`config.mk`:
```
export PLATFORM = sky130hd
export DESIGN_NAME = inference_sequencer
export DESIGN_NICKNAME = d
export VERILOG_FILES = /design/src/rtl/mnist_ctrl_pkg.sv /design/src/rtl/ctrl_counter.sv /design/src/rtl/inference_sequencer.sv
export SDC_FILE = /design/constraint.sdc
export NUM_CORES = 1
export LEC_CHECK = 0
export BUFFER_PORTS_ARGS = -buffer_cell sky130_fd_sc_hd__buf_2
export CAP_MARGIN = 20
export CORE_MARGIN = 3
export CORE_UTILIZATION = 40
export DETAILED_ROUTE_END_ITERATION = 6
export GPL_TIMING_DRIVEN = 0
export SYNTH_ARGS = -nofsm -noshare
export SYNTH_HDL_FRONTEND = slang
export SYNTH_SLANG_ARGS = --single-unit
```
`constraint.sdc`:
```
create_clock -name clk -period 2.5 [get_ports clk]
set_input_delay 0.75 -clock clk [delete_from_list [all_inputs] [get_ports clk]]
set_output_delay 0.75 -clock clk [all_outputs]
set_load 0.05 [all_outputs]
```
`src/rtl/mnist_ctrl_pkg.sv`:
```
// mnist_ctrl_pkg: shared state encoding and network shape for the inference controller
package mnist_ctrl_pkg;
  localparam int NUM_LAYERS = 3;
  localparam int FAN_IN [NUM_LAYERS] = '{784, 20, 20};
  typedef enum logic [2:0] {IDLE, CLEAR, ACCUM, ACT, WAIT_ACT, FINAL, DONE} state_t;
endpackage

```
`src/rtl/ctrl_counter.sv`:
```
// ctrl_counter: up-counter with synchronous clear/enable and terminal-count flag
module ctrl_counter #(
  parameter int W = 10
) (
  input  logic         clk,
  input  logic         rst,
  input  logic         clr,
  input  logic         en,
  input  logic [W-1:0] last,
  output logic [W-1:0] q,
  output logic         tc
);
  always_ff @(posedge clk) q <= (!rst || clr) ? '0 : en ? q + 1'b1 : q;
  assign tc = en && q == last;
endmodule

```
`src/rtl/inference_sequencer.sv`:
```
// inference_sequencer: Moore FSM sequencing clear/accumulate/activate across the dense layers.
// Define CTRL_TIMEOUT_EN to bound WAIT_ACT and raise a sticky timeout error.
module inference_sequencer
  import mnist_ctrl_pkg::*;
#(
  parameter int NUM_LAYERS     = mnist_ctrl_pkg::NUM_LAYERS,
  parameter int IDX_W          = 10,
  parameter int TIMEOUT_CYCLES = 16
) (
  input  logic                          clk,
  input  logic                          rst,
  input  logic                          start,
  input  logic                          abort,
  input  logic                          relu_done,
  output logic                          busy,
  output logic                          mac_clr,
  output logic                          mac_en,
  output logic [IDX_W-1:0]              mac_idx,
  output logic [$clog2(NUM_LAYERS)-1:0] layer_idx,
  output logic                          relu_valid,
  output logic                          argmax_valid,
  output logic                          done,
  output logic                          error
);
  localparam int LW = $clog2(NUM_LAYERS);
  state_t state;
  logic tc;
  logic [IDX_W-1:0] last_idx;
  if (TIMEOUT_CYCLES < 1) begin : g_bad_timeout
    $error("TIMEOUT_CYCLES must be at least 1");
  end
  assign last_idx = IDX_W'(FAN_IN[layer_idx] - 1);
  // The index is held at zero everywhere except ACCUM, and wraps to zero on the last step or an abort.
  ctrl_counter #(.W(IDX_W)) u_mac_cnt (
    .clk (clk),
    .rst (rst),
    .clr (state != ACCUM || tc || abort),
    .en  (state == ACCUM),
    .last(last_idx),
    .q   (mac_idx),
    .tc  (tc)
  );
`ifdef CTRL_TIMEOUT_EN
  localparam int TW = $clog2(TIMEOUT_CYCLES + 1);
  logic [TW-1:0] tmo;
`else
  assign error = 1'b0;
`endif
  always_ff @(posedge clk) begin
    if (!rst) begin
      state <= IDLE;
      layer_idx <= '0;
`ifdef CTRL_TIMEOUT_EN
      error <= 1'b0;
      tmo <= '0;
`endif
    end else if (abort && state != IDLE) begin
      state <= IDLE;
      layer_idx <= '0;
    end else begin
`ifdef CTRL_TIMEOUT_EN
      tmo <= '0;
`endif
      case (state)
        IDLE: if (start) begin
          state <= CLEAR;
          layer_idx <= '0;
`ifdef CTRL_TIMEOUT_EN
          error <= 1'b0;
`endif
        end
        CLEAR: state <= ACCUM;
        ACCUM: if (tc) state <= layer_idx == LW'(NUM_LAYERS - 1) ? FINAL : ACT;
        ACT: state <= WAIT_ACT;
        WAIT_ACT: if (relu_done) begin
          state <= CLEAR;
          layer_idx <= layer_idx + 1'b1;
        end
`ifdef CTRL_TIMEOUT_EN
        else if (tmo == TW'(TIMEOUT_CYCLES - 1)) begin
          state <= IDLE;
          error <= 1'b1;
        end else tmo <= tmo + 1'b1;
`endif
        FINAL: state <= DONE;
        DONE: begin
          state <= IDLE;
          layer_idx <= '0;
        end
        default: state <= IDLE;
      endcase
    end
  end
  assign busy = state != IDLE;
  assign mac_clr = state == CLEAR;
  assign mac_en = state == ACCUM;
  assign relu_valid = state == ACT;
  assign argmax_valid = state == FINAL;
  assign done = state == DONE;
endmodule

```
==> metrics.md <==
| Metric | Value |
|---|---|
| Status | finished, final reports clean |
| Sequential power share | 0.502 |
| Post CTS Setup Buffer Count | 0 |
| Placer Congestion | 0.7989 |
| Port-buffer cells | 22 |
| Hold_buf cts | 0 |
| Num CTS Buffers | 3 |
| Netlist Area Pre-Place | 880.8 um2 |
| Minimum clock period | 2328 ps |
| Register area | 301.5 um2 |
| Avg Inst Size Synth | 8.389 um2 |
| DRC viols | 0 |
| Internal | 0.3405 mW |
| Number of global-route vias before repair | 732 |
| Max_cap viols | 0 |
| Layout cells sized above 1 | 0.2538 |
| Cells after synthesis | 105 |
| Setup CP Type | reg2out |
| Finish-stage setup viols | 0 |
| Cts repair resizes | 0 |
| WL/cell | 12.55 um |
| CTS HTree Levels | 1 |
| Chip Height | 52.93 um |
| Clock Skew | 3.249 ps |
| Initial antenna violation count | 0 |
| Total GRT Usage | 0.1607 |
| Slew margin rel. | 0.5002 |
| Main area contributors after synthesis | dfxtp_1 (34%), nor2_1 (6.4%), xnor2_1 (6.0%), ha_1 (5.7%), xor2_1 (3.0%) |
| Hold WS | 470.0 ps |
| Antenna cells | 0 |
| Max Slew Vio Count | 0 |
| Yosys top cell area share | 0.3409 |
| Syn Nets | 114 |
| WL final | 1.971 mm |
| R2R setup slack | 380 ps |
| Synth Warn # | 0 |
| I/O pin count | 24 |
| Setup crit end kind | primary output |
| Hold Path Class | reg2reg |
| Distinct cells, synth | 39 |
| Register area share after synthesis | 0.3409 |
| Fillcell total | 213 |
| CTS tree | done |
| CORE AREA | 2022 um2 |
| Leakage power | 0.4220 nW |
| Initial core utilization | 0.4356 |
| Post-layout nets | 140 |
| Synth Register Bits | 15 |
| Root Driver | clkbuf_4 |
| FMAX | 429.6 MHz |
| Pre-antenna DRT Iters | 4 |
| NetSw | 0.1590 mW |
| Slew at the pin closest to its max-slew limit | 748.5 ps |
| Total grt overflow | 0 |
| Async SR Flop Fraction | 0 |
| Clk Latency, worst-skew pair | 280 ps |
| Final Cycle Share | 0.9311 |
| First-pass GRT wire length | 3.298 mm |
| Post-route ant nets | 0 |
| Leading area contributor after synthesis | dfxtp_1 |
| Via count | 831 |
| Pwr dens | 474.1 nW/um2 |
| Largest net degree at the start of global routing | 15 |
| Area of the multi-input gates | 554.3 um2 |
| Clk slew on worst S/H paths | 90 ps |
| Clk buf depth | 2 |
| Worst setup SP type | register |
| Final hold vios | 0 |
| Die width | 52.93 um |
| Die area | 2801 um2 |
| CP Max Fanout | 10 |
| Number of synthesized flops with an enable pin | 0 |
| Sw frac | 0.3183 |
| Area grow syn2layout | 19.60% |
| Rows | 16 |
| Arr. time, crit path | 1580 ps |
| Main synth FF type | dfxtp_1 |
| Setup_tns | 0 ps |
| VDD IR-drop max | 0.3039 mV |
| Post-DP HPWL | 1.488 mm |
| Initial DRC count | 17 |
| Via density | 5.293 |
| Critical Path RT | 1750 ps |
| Clk pwr share | 0.275 |
| Logic pwr share | 0.224 |
| RSZ-0062 raised after global routing | false |
| TritonCTS Sinks | 15 |
## layer usage
layer / vias to the layer above / GRT usage / share of wire
met5: - / 0 / 0
met4: 0 / 0.03830 / 0.0066
met3: 2 / 0.05915 / 0.050
met2: 22 / 0.2397 / 0.42
met1: 386 / 0.2178 / 0.52
li1: 421 / - / -
## path summary, 6_finish.rpt
| kind | cells past startpoint | to | start |
|---|---|---|---|
| worst min-delay path | 1 | u_mac_cnt.q[0] | u_mac_cnt.q[0] |
| worst max register to register | 6 | u_mac_cnt.q[4] | layer_idx[0] |
| worst min register to register | 1 | u_mac_cnt.q[0] | u_mac_cnt.q[0] |
| worst max-delay path | 3 | mac_en | state[0] |
## metrics by stage
stage,util,area (um2),worst slack (ps),std cells,power (mW)
3_5_place_dp,0.5093,1030,271.6,154,0.3672
4_1_cts,0.5204,1052,92.62,157,0.5058
5_1_grt,0.5210,1054,47.14,157,0.5252
3_3_place_gp,0.5093,1030,283.5,154,0.3662
6_report,0.5210,1054,172.2,157,0.4995
2_1_floorplan,-,885.9,296.9,105,0.3419
## cell type report
class                   count  share of cell area
multi-input cells          83              0.5261
inverters                   3             0.01069
repair buffers             22              0.1045
flip-flops and latches     15              0.2862
well taps                  27             0.03207
clock buffers               4             0.02494
plain buffers               3             0.01544
## power by group through the flow
stage	Combinational, mW	Clock (mW)	Sequential (mW)
6_report	0.112	0.137	0.251
5_1_grt	0.120	0.153	0.252
4_1_cts	0.111	0.144	0.250
3_5_place_dp	0.112	0	0.255
3_3_place_gp	0.112	0	0.255
2_1_floorplan	0.0866	0	0.255
## synthesized netlist by cell type (2+ instances only)
library cell,count
nor4_1,3
inv_1,3
a21oi_1,5
clkbuf_1,2
nor3_1,2
nor2_1,15
nand2_1,6
dfxtp_1,15
nand4_1,4
xor2_1,3
nor2b_1,4
nand3_1,2
nand2b_1,4
ha_1,4
xnor2_1,6
o21ai_0,3
nor4b_1,2
## cell families (layout without fill, tap and decap cells)
kind of cell,Yosys count,in the layout,synth area share
buffers and inverters,7,32,0.03551
AND/OR/NAND/NOR,53,53,0.3423
adder cells (fa/ha/maj),4,4,0.05682
other,1,1,0.004257
AO/OA/AOI/OAI,15,15,0.1193
multiplexers,1,1,0.01136
flip-flops,15,15,0.3409
XOR/XNOR,9,9,0.08949
## worst max-delay path, stage by stage (launching register included)
cell and delay, ps:
dfxtp_1 350, clkbuf_1 200, nor3b_2 400, buf_2 350
## flip-flops by register name, indices dropped and copies added, names as in the netlist
register and count:
state 3, layer_idx 2, u_mac_cnt.q 10
## layout by cell type (no fill, tap or decap), types with 3 or more instances in the layout
master,count
buf_2,23
nor2_1,15
dfxtp_1,14
nand2_1,6
xnor2_1,6
a21oi_1,5
nor2b_1,4
nand2b_1,4
nand4_1,4
ha_1,4
inv_1,3
xor2_1,3
nor4_1,3
o21ai_0,3
clkbuf_4,3
Note: power is estimated with default switching activity, not from simulation.
